$ cat src/rtl/lc3_pkg.sv
// rtl/lc3_pkg.sv - condition-code types, constants and bus-to-flags helper
package lc3_pkg;

  typedef logic [2:0] cc_t;

  localparam cc_t CC_N     = 3'b100;
  localparam cc_t CC_Z     = 3'b010;
  localparam cc_t CC_P     = 3'b001;
  localparam cc_t CC_RESET = CC_Z;

  localparam int WORD_MAX = 64;

  // Callers zero-extend their word into WORD_MAX bits and pass its real width.
  function automatic cc_t cc_from_word(input logic [WORD_MAX-1:0] value, input int width);
    if (value == '0)
      return CC_Z;
    if (value[6'(width - 1)])
      return CC_N;
    return CC_P;
  endfunction

endpackage

$ cat src/rtl/nzp_cc_unit_if.sv
// rtl/nzp_cc_unit_if.sv - bus/strobe/status bundle between control logic and the cc unit
interface nzp_cc_unit_if #(
  parameter int DATA_W = 16,
  parameter int DEPTH  = 4
);
  localparam int PTR_W = $clog2(DEPTH + 1);

  logic [DATA_W-1:0] bus;
  logic              load_nzp;
  logic              cc_push;
  logic              cc_pop;
  logic [2:0]        br_nzp;
  logic              err_clr;
  logic              n;
  logic              z;
  logic              p;
  logic              br_taken;
  logic [PTR_W-1:0]  depth;
  logic              full;
  logic              empty;
  logic              ovf;
  logic              unf;

  modport master (
    output bus, load_nzp, cc_push, cc_pop, br_nzp, err_clr,
    input  n, z, p, br_taken, depth, full, empty, ovf, unf
  );

  modport slave (
    input  bus, load_nzp, cc_push, cc_pop, br_nzp, err_clr,
    output n, z, p, br_taken, depth, full, empty, ovf, unf
  );
endinterface

$ cat src/rtl/nzp_cc_stack.sv
// rtl/nzp_cc_stack.sv - DEPTH x 3 LIFO of saved flags with occupancy and sticky ovf/unf
module nzp_cc_stack
  import lc3_pkg::*;
#(
  parameter int DEPTH = 4
) (
  input  logic                         clk,
  input  logic                         reset,
  input  logic                         push,
  input  logic                         pop,
  input  logic                         err_clr,
  input  cc_t                          push_data,
  output cc_t                          top_data,
  output logic                         pop_ok,
  output logic [$clog2(DEPTH+1)-1:0]   depth,
  output logic                         full,
  output logic                         empty,
  output logic                         ovf,
  output logic                         unf
);
  localparam int PTR_W = $clog2(DEPTH + 1);
  localparam int IDX_W = (DEPTH > 1) ? $clog2(DEPTH) : 1;

  cc_t              mem [DEPTH];
  logic [PTR_W-1:0] cnt;
  logic             push_ok;
  logic             ovf_set;
  logic             unf_set;

  assign full  = (cnt == PTR_W'(DEPTH));
  assign empty = (cnt == '0);
  assign depth = cnt;

  // A simultaneous push and pop is an illegal request: neither happens, both errors latch.
  assign push_ok = push && !pop && !full;
  assign pop_ok  = pop && !push && !empty;
  assign ovf_set = push && (pop || full);
  assign unf_set = pop && (push || empty);

  assign top_data = mem[IDX_W'(cnt - 1'b1)];

  always_ff @(posedge clk or posedge reset) begin
    if (reset) begin
      cnt <= '0;
      ovf <= 1'b0;
      unf <= 1'b0;
    end else begin
      if (push_ok)
        cnt <= cnt + 1'b1;
      else if (pop_ok)
        cnt <= cnt - 1'b1;
      ovf <= ovf_set | (ovf & ~err_clr);
      unf <= unf_set | (unf & ~err_clr);
    end
  end

  always_ff @(posedge clk) begin
    if (push_ok)
      mem[IDX_W'(cnt)] <= push_data;
  end

endmodule

$ cat src/rtl/nzp_cc_unit.sv
// rtl/nzp_cc_unit.sv - N/Z/P flag register with save stack and BR evaluation
// CC_BYPASS_EN: br_taken evaluates the flags about to be written instead of the registered ones.
module nzp_cc_unit
  import lc3_pkg::*;
#(
  parameter int DATA_W = 16,
  parameter int DEPTH  = 4
) (
  input  logic            clk,
  input  logic            reset,
  nzp_cc_unit_if.slave    cc
);
  cc_t  flags;
  cc_t  next_flags;
  cc_t  load_cc;
  cc_t  top_data;
  logic pop_ok;

  nzp_cc_stack #(.DEPTH(DEPTH)) u_stack (
    .clk       (clk),
    .reset     (reset),
    .push      (cc.cc_push),
    .pop       (cc.cc_pop),
    .err_clr   (cc.err_clr),
    .push_data (flags),
    .top_data  (top_data),
    .pop_ok    (pop_ok),
    .depth     (cc.depth),
    .full      (cc.full),
    .empty     (cc.empty),
    .ovf       (cc.ovf),
    .unf       (cc.unf)
  );

  assign load_cc = cc_from_word(WORD_MAX'(cc.bus), DATA_W);

  // A restore from RTI outranks a load issued in the same cycle.
  always_comb begin
    next_flags = flags;
    if (pop_ok)
      next_flags = top_data;
    else if (cc.load_nzp)
      next_flags = load_cc;
  end

  always_ff @(posedge clk or posedge reset) begin
    if (reset)
      flags <= CC_RESET;
    else
      flags <= next_flags;
  end

  assign cc.n = flags[2];
  assign cc.z = flags[1];
  assign cc.p = flags[0];

`ifdef CC_BYPASS_EN
  assign cc.br_taken = |(cc.br_nzp & next_flags);
`else
  assign cc.br_taken = |(cc.br_nzp & flags);
`endif

endmodule

$ cat src/flat_wrapper.sv
// flat-port wrapper written by rule: the top's interface ports become plain ports
module nzp_cc_unit_flat import lc3_pkg::*;
#(
  parameter int DATA_W = 16,
  parameter int DEPTH  = 4
)
  (clk, reset, cc_bus, cc_load_nzp, cc_cc_push, cc_cc_pop, cc_br_nzp, cc_err_clr, cc_n, cc_z, cc_p, cc_br_taken, cc_depth, cc_full, cc_empty, cc_ovf, cc_unf);
  nzp_cc_unit_if #(.DATA_W(DATA_W), .DEPTH(DEPTH)) cc_i ();
  input  logic clk;
  input  logic reset;
  input wire logic [$bits(cc_i.bus)-1:0] cc_bus;
  input wire logic [$bits(cc_i.load_nzp)-1:0] cc_load_nzp;
  input wire logic [$bits(cc_i.cc_push)-1:0] cc_cc_push;
  input wire logic [$bits(cc_i.cc_pop)-1:0] cc_cc_pop;
  input wire logic [$bits(cc_i.br_nzp)-1:0] cc_br_nzp;
  input wire logic [$bits(cc_i.err_clr)-1:0] cc_err_clr;
  output wire logic [$bits(cc_i.n)-1:0] cc_n;
  output wire logic [$bits(cc_i.z)-1:0] cc_z;
  output wire logic [$bits(cc_i.p)-1:0] cc_p;
  output wire logic [$bits(cc_i.br_taken)-1:0] cc_br_taken;
  output wire logic [$bits(cc_i.depth)-1:0] cc_depth;
  output wire logic [$bits(cc_i.full)-1:0] cc_full;
  output wire logic [$bits(cc_i.empty)-1:0] cc_empty;
  output wire logic [$bits(cc_i.ovf)-1:0] cc_ovf;
  output wire logic [$bits(cc_i.unf)-1:0] cc_unf;
  assign cc_i.bus = cc_bus;
  assign cc_i.load_nzp = cc_load_nzp;
  assign cc_i.cc_push = cc_cc_push;
  assign cc_i.cc_pop = cc_cc_pop;
  assign cc_i.br_nzp = cc_br_nzp;
  assign cc_i.err_clr = cc_err_clr;
  assign cc_n = cc_i.n;
  assign cc_z = cc_i.z;
  assign cc_p = cc_i.p;
  assign cc_br_taken = cc_i.br_taken;
  assign cc_depth = cc_i.depth;
  assign cc_full = cc_i.full;
  assign cc_empty = cc_i.empty;
  assign cc_ovf = cc_i.ovf;
  assign cc_unf = cc_i.unf;
  nzp_cc_unit #(.DATA_W(DATA_W), .DEPTH(DEPTH)) u_core (.clk(clk), .reset(reset), .cc(cc_i));
endmodule
$ cat config.mk
export PLATFORM = sky130hd
export DESIGN_NAME = nzp_cc_unit_flat
export DESIGN_NICKNAME = d
export VERILOG_FILES = /design/src/rtl/lc3_pkg.sv /design/src/rtl/nzp_cc_unit_if.sv /design/src/rtl/nzp_cc_stack.sv /design/src/rtl/nzp_cc_unit.sv /design/src/flat_wrapper.sv
export SDC_FILE = /design/constraint.sdc
export NUM_CORES = 1
export LEC_CHECK = 0
export ABC_AREA = 1
export BUFFER_PORTS_ARGS = -buffer_cell sky130_fd_sc_hd__buf_4
export CAP_MARGIN = 0
export CORE_MARGIN = 5
export CORE_UTILIZATION = 49
export DETAILED_ROUTE_END_ITERATION = 10
export PLACE_DENSITY = 0.87
export RECOVER_POWER = 50
export SYNTH_ARGS = -nofsm -noshare
export SYNTH_HDL_FRONTEND = slang
export SYNTH_SLANG_ARGS = --single-unit
$ cat constraint.sdc
create_clock -name clk -period 1.8 [get_ports clk]
set_clock_uncertainty 0.05 [all_clocks]
set_input_delay 0.36 -clock clk [delete_from_list [all_inputs] [get_ports clk]]
set_output_delay 0.36 -clock clk [all_outputs]
set_load 0.005 [all_outputs]
# After elaboration in Yosys (flattened, before gate mapping)
# Memory sizes are Yosys's and may differ from the RTL's.
# Index checks and enable logic that the tools add are counted.
[classes]
n_addsub = 2
mul = 0
n_div = 0
magnitude_cmp = 0
n_eq_ne = 1
n_shift = 0
mux = 13
bitwise_logic = 6
n_reduce_logical = 17
[op_table]
columns = ["cell", "count"]
rows = [
  ["two-way mux 3 bit", 8],
  ["logical NOT 16 bit", 1],
  ["logical AND 1 bit", 6],
  ["two-way mux 1 bit", 5],
  ["logical NOT 1 bit", 4],
  ["nonzero test 2 bit", 2],
  ["adder 3 x 1 -> 3 bit, second input constant", 1],
  ["bitwise AND 3 bit", 1],
  ["== test 3 bit, second input constant", 1],
  ["logical NOT 3 bit", 1],
  ["OR reduction 3 bit", 1],
  ["subtractor 3 x 1 -> 3 bit, second input constant", 1],
  ["bitwise AND 1 bit", 2],
  ["logical OR 1 bit", 2],
  ["bitwise OR 1 bit", 2],
  ["NOT 1 bit", 1],
]
[totals]
reg_bits = 8
latch_bits = 0
ram_bits = 12
mem_bits_ro = 0
input_bits = 25
out_inout_bits = 11
mem_count = 1
[mem_list]
columns = ["memory", "depth", "word_bits", "rd", "rd_clocked_by_memory_dff", "wr", "line", "source"]
rows = [
  ["u_core.u_stack.mem", 4, 3, 1, 0, 1, "nzp_cc_stack.sv:24", "cc_t mem [DEPTH];"],
]

# Logic depth before layout (Yosys ltp)
[depth]
ltp_word = 7
ltp_mapped = 10
ltp_nobuf = 9

# Modules after synthesis
# A second synthesis with hierarchy kept.
[hier_totals]
hier_cells = 125
area_unflattened_um2 = 1074.8
[by_module_without_submodules]
columns = ["mod", "instances", "cells_each", "area_each_um2", "seq_area_each_um2"]
rows = [
  ["nzp_cc_stack", 1, 88, 847.1, 485.5],
  ["nzp_cc_unit", 1, 37, 227.7, 76.3],
]

# Worst setup path after synthesis
# OpenSTA, ideal clock, no wires.
[synth_path]
path_kind = "register to register"
startpoint = "reg u_core.u_stack.cnt[0], in the netlist u_core.u_stack.depth[0]"
endpoint = "reg u_core.flags[0]"
setup_time_ns = 0.124
arrival_time_ns = 1.458
path_slack_ns = 0.168
stages_incl_launch_ff = 11
cell_sequence = "dfrtp_1 buf_6 inv_2 ha_1 ha_1 nor2_2 nand2_2 inv_2 nor2_4 nand2_1 nand3_1"
[synth_via]
elab_chain_cells = 4
[synth_rtl]
columns = ["element", "line", "source"]
rows = [
  ["start: declaration", "nzp_cc_stack.sv:25", "logic [PTR_W-1:0] cnt;"],
  ["start signal: assignment", "nzp_cc_stack.sv:49", "cnt <= cnt + 1'b1;"],
  ["start signal: assignment", "nzp_cc_stack.sv:51", "cnt <= cnt - 1'b1;"],
  ["logical NOT 3 bit (*)", "nzp_cc_stack.sv:31", "assign empty = (cnt == '0);"],
  ["via cc_empty", "flat_wrapper.sv:23", "output wire logic [$bits(cc_i.empty)-1:0] cc_empty;"],
  ["logical NOT 1 bit (*)", "nzp_cc_stack.sv:36", "assign pop_ok = pop && !push && !empty;"],
  ["logical AND 1 bit (*)", "nzp_cc_stack.sv:36", ""],
  ["two-way mux 3 bit or nonzero test 2 bit (tied branches)", "-", ""],
  ["end signal: assignment", "nzp_cc_unit.sv:50", "flags <= next_flags;"],
  ["end: declaration", "nzp_cc_unit.sv:13", "cc_t flags;"],
]
# Mark *: on every way through the listed nets, which the timed path passes. The rest lies on a longest branch.
# A chain may end at the register's enable or synchronous reset.

# Worst setup path in the final report
[layout_path]
startpoint = "reg u_core.u_stack.cnt[0], in the netlist u_core.u_stack.depth[0]"
endpoint = "out cc_full"
[layout_via]
elab_chain_cells = 1
[layout_rtl]
columns = ["element", "line", "source"]
rows = [
  ["== test 3 bit", "nzp_cc_stack.sv:30", "assign full = (cnt == PTR_W'(DEPTH));"],
  ["end: declaration", "flat_wrapper.sv:22", "output wire logic [$bits(cc_i.full)-1:0] cc_full;"],
]
# Every way passes these cells.

==> impl_metrics.json <==
{
  "dpl.cell_count": 188,
  "track_usage_pct": 15.6,
  "drv_slew": 0,
  "die_h_microns": 57.0,
  "synth_cells": 125,
  "core_sq_mm": 0.00215,
  "fp.dieW_microns": 57.0,
  "stdcell_count": 196,
  "max_cap_viol_count": 0,
  "status": "complete, no violations",
  "syn2layout_area_growth_pct": 33.1,
  "pwr-share-seq_pct": 39.3,
  "nNetsFinal": 200,
  "path_delay_family": "flip-flops",
  "cp.depth": 5,
  "grt_pass1_vias": 892,
  "utilization_pct": 67.0,
  "end_kind": "output pin",
  "rows": 17,
  "startpoint": "u_core.u_stack.depth[0]",
  "clk_latency_ns": 0.30,
  "r2r-start": "u_core.u_stack.depth[0]",
  "drtAntennaViolNets": 0,
  "fin_total_pwr_mw": 1.89,
  "r2r_end": "u_core.flags[0]",
  "dpl.hpwl_microns": 2020,
  "hold_viol_final": 0,
  "fin_setup_tns_ns": 0,
  "cts_num_sinks": 20,
  "crit_buf_inv": 3,
  "timing.critical_path.to": "cc_full",
  "drt_iter0_drc": 21,
  "intPower_mw": 1.15,
  "powerDensity_mw_per_mm2": 1310,
  "pin_count": 36,
  "slowest_stage": "dfrtp_1",
  "rrSetupSlack_ns": 0.26,
  "slowest_delay_ns": 0.40,
  "cts_tree": "done",
  "worstMarginPinSlew_ns": 0.318,
  "grt_max_degree": 12,
  "ys_seq_area_share_pct": 52.0,
  "cp_data_arrival_time_ns": 1.28,
  "ys_ff_latch": 20,
  "grt_antenna_before_repair": 0,
  "syn_area_sq_mm": 0.00108,
  "vias": 913,
  "drc": 0,
  "dr.pass1.iters": 4,
  "crit_path_start_kind": "flip-flop",
  "p_leak_nw": 0.718,
  "clk_pin_slew_ns": 0.10,
  "clkPwrFrac_pct": 11.3,
  "critPathRequiredTime_ns": 1.39,
  "path_cells": "inv_4 -> ha_1 -> nand2_1 -> inv_1 -> buf_4",
  "drive_above_1_share_pct": 29.8,
  "swShare_pct": 39.0,
  "gp_congestion": 0.801,
  "placed_area_sq_mm": 0.00138,
  "r2r_cells": 9,
  "synth_nets": 156,
  "hold_path.class": "input pin to flip-flop",
  "ys_types": 21,
  "avgSynthCellArea_sq_um": 8.65,
  "fin_crit_sh_pct": 93.8,
  "start_util_pct": 50.3,
  "antenna_cells": 0,
  "peakVddDrop_v": 0.00114,
  "grt-ovfl-total": 0,
  "grt_pass1_wl_microns": 3880,
  "htreeDepth": 1,
  "die_area_sq_mm": 0.00325,
  "critical_path_class": "flip-flop to output pin",
  "p_comb_share_pct": 49.4,
  "yosysWarnings": 0,
  "wl_microns": 2420,
  "setup-violations-final": 0,
  "drt-wirelength-per-cell_microns": 12.3,
  "clock_path_buffers": 2,
  "cts_root_buffer": "clkbuf_4",
  "final_area_sq_mm": 0.00144,
  "max_freq_mhz": 592,
  "period_needed_ns": 1.69,
  "slew_headroom_pct": 78.8,
  "viasPerCell": 4.66,
  "critical_path.max_fanout": 4,
  "switchingPower_mw": 0.737,
  "rsz0062_at_grt": "false",
  "numCtsBuffers": 3,
  "port_buffers": 35
}
-- per-stage QoR --
stage          hold WS [ns]  setup slack [ns]
2_1_floorplan         0.125             0.168
3_3_place_gp          0.282             0.286
3_5_place_dp          0.295             0.153
4_1_cts               0.208            0.0112
5_1_grt               0.205            0.0453
6_report              0.208             0.111
-- flip-flops by register name (all words and copies together), names as in the netlist --
signal                flops
u_core.u_stack.mem       12
u_core.u_stack.depth      3
u_core.flags              3
u_core.u_stack.ovf        1
u_core.u_stack.unf        1
-- repair_timing --
action                                  CTS  global route
setup buffers                             1             2
hold buffers                              1             0
endpoints found under the setup margin    1             2
hold endpoints to repair                  7             0
resized for setup                         0             4
-- cells by family (layout without fill, tap and decap cells) --
family                   count (synthesis)  in the layout  synth area share [%]
flip-flops                              20             20                  52.0
XOR/XNOR                                 2              2                  1.62
adder cells (fa/ha/maj)                  6              6                  6.94
AO/OA/AOI/OAI                            5              5                  2.66
buffers and inverters                   22             65                  8.33
AND/OR/NAND/NOR                         70             70                  28.5
-- worst min-delay path by stage --
stage | startpoint | to | slack, ns | cells after the start
finish | cc_err_clr | u_core.u_stack.unf | 0.21 | 2
CTS | cc_err_clr | u_core.u_stack.unf | 0.21 | 2
floorplan | reset | u_core.flags[0] | 0.12 | 1
detailed placement | reset | u_core.u_stack.depth[1] | 0.29 | 2
global route | cc_err_clr | u_core.u_stack.unf | 0.20 | 2
global placement | reset | u_core.u_stack.depth[2] | 0.28 | 2
-- cells in the final DEF, fill, tap and decap left out, drive strengths merged, types with 3 or more instances in the layout --
cell	netlist	final
buf	1	35
clkbuf	0	8
dfrtp	7	7
edfxtp	12	12
ha	6	6
inv	21	21
nand2	38	38
nand3	14	14
nor2	17	17
o21ai	3	3
-- layout make-up --
class	count	area, sq um
clock buffers	4	26.3
fillers	177	709
inverters	21	81.3
multi-input cells	83	432
flip-flops and latches	20	562
well taps	28	35.0
repair buffers	40	303
-- cell usage after synthesis --
cell | number | share of area [%]
nor2_4 | 1 | 1.0
or2_0 | 1 | 0.58
xor2_1 | 1 | 0.81
nand2_2 | 1 | 0.58
dfstp_2 | 1 | 2.4
nor2_1 | 15 | 5.2
nand2_1 | 37 | 13
o211ai_1 | 1 | 0.69
o21ai_1 | 1 | 0.46
nand3_4 | 1 | 1.6
nand3_1 | 13 | 6.0
o21ai_0 | 2 | 0.93
ha_1 | 6 | 6.9
dfrtp_1 | 7 | 16
edfxtp_1 | 12 | 33
xnor2_1 | 1 | 0.81
o22ai_1 | 1 | 0.58
inv_2 | 2 | 0.69
nor2_2 | 1 | 0.58
buf_6 | 1 | 1.0
inv_1 | 19 | 6.6
-- per-layer routing --
layer	global-route usage [%]	vias to the layer above	part of all wire, %
met5	0	-	0
met3	2.26	5	3.9
met1	17.7	406	41
li1	-	475	-
met4	6.95	0	2.1
met2	28.7	27	53
-- power groups by stage --
stage / combinational (mW) / clock [mW] / sequential, mW
global placement: 0.835 / 0 / 0.751
global route: 1.05 / 0.238 / 0.757
finish: 0.933 / 0.214 / 0.743
detailed placement: 0.870 / 0 / 0.761
floorplan: 0.515 / 0 / 0.740
CTS: 0.902 / 0.215 / 0.740
Power figures use the tool's default switching activity.
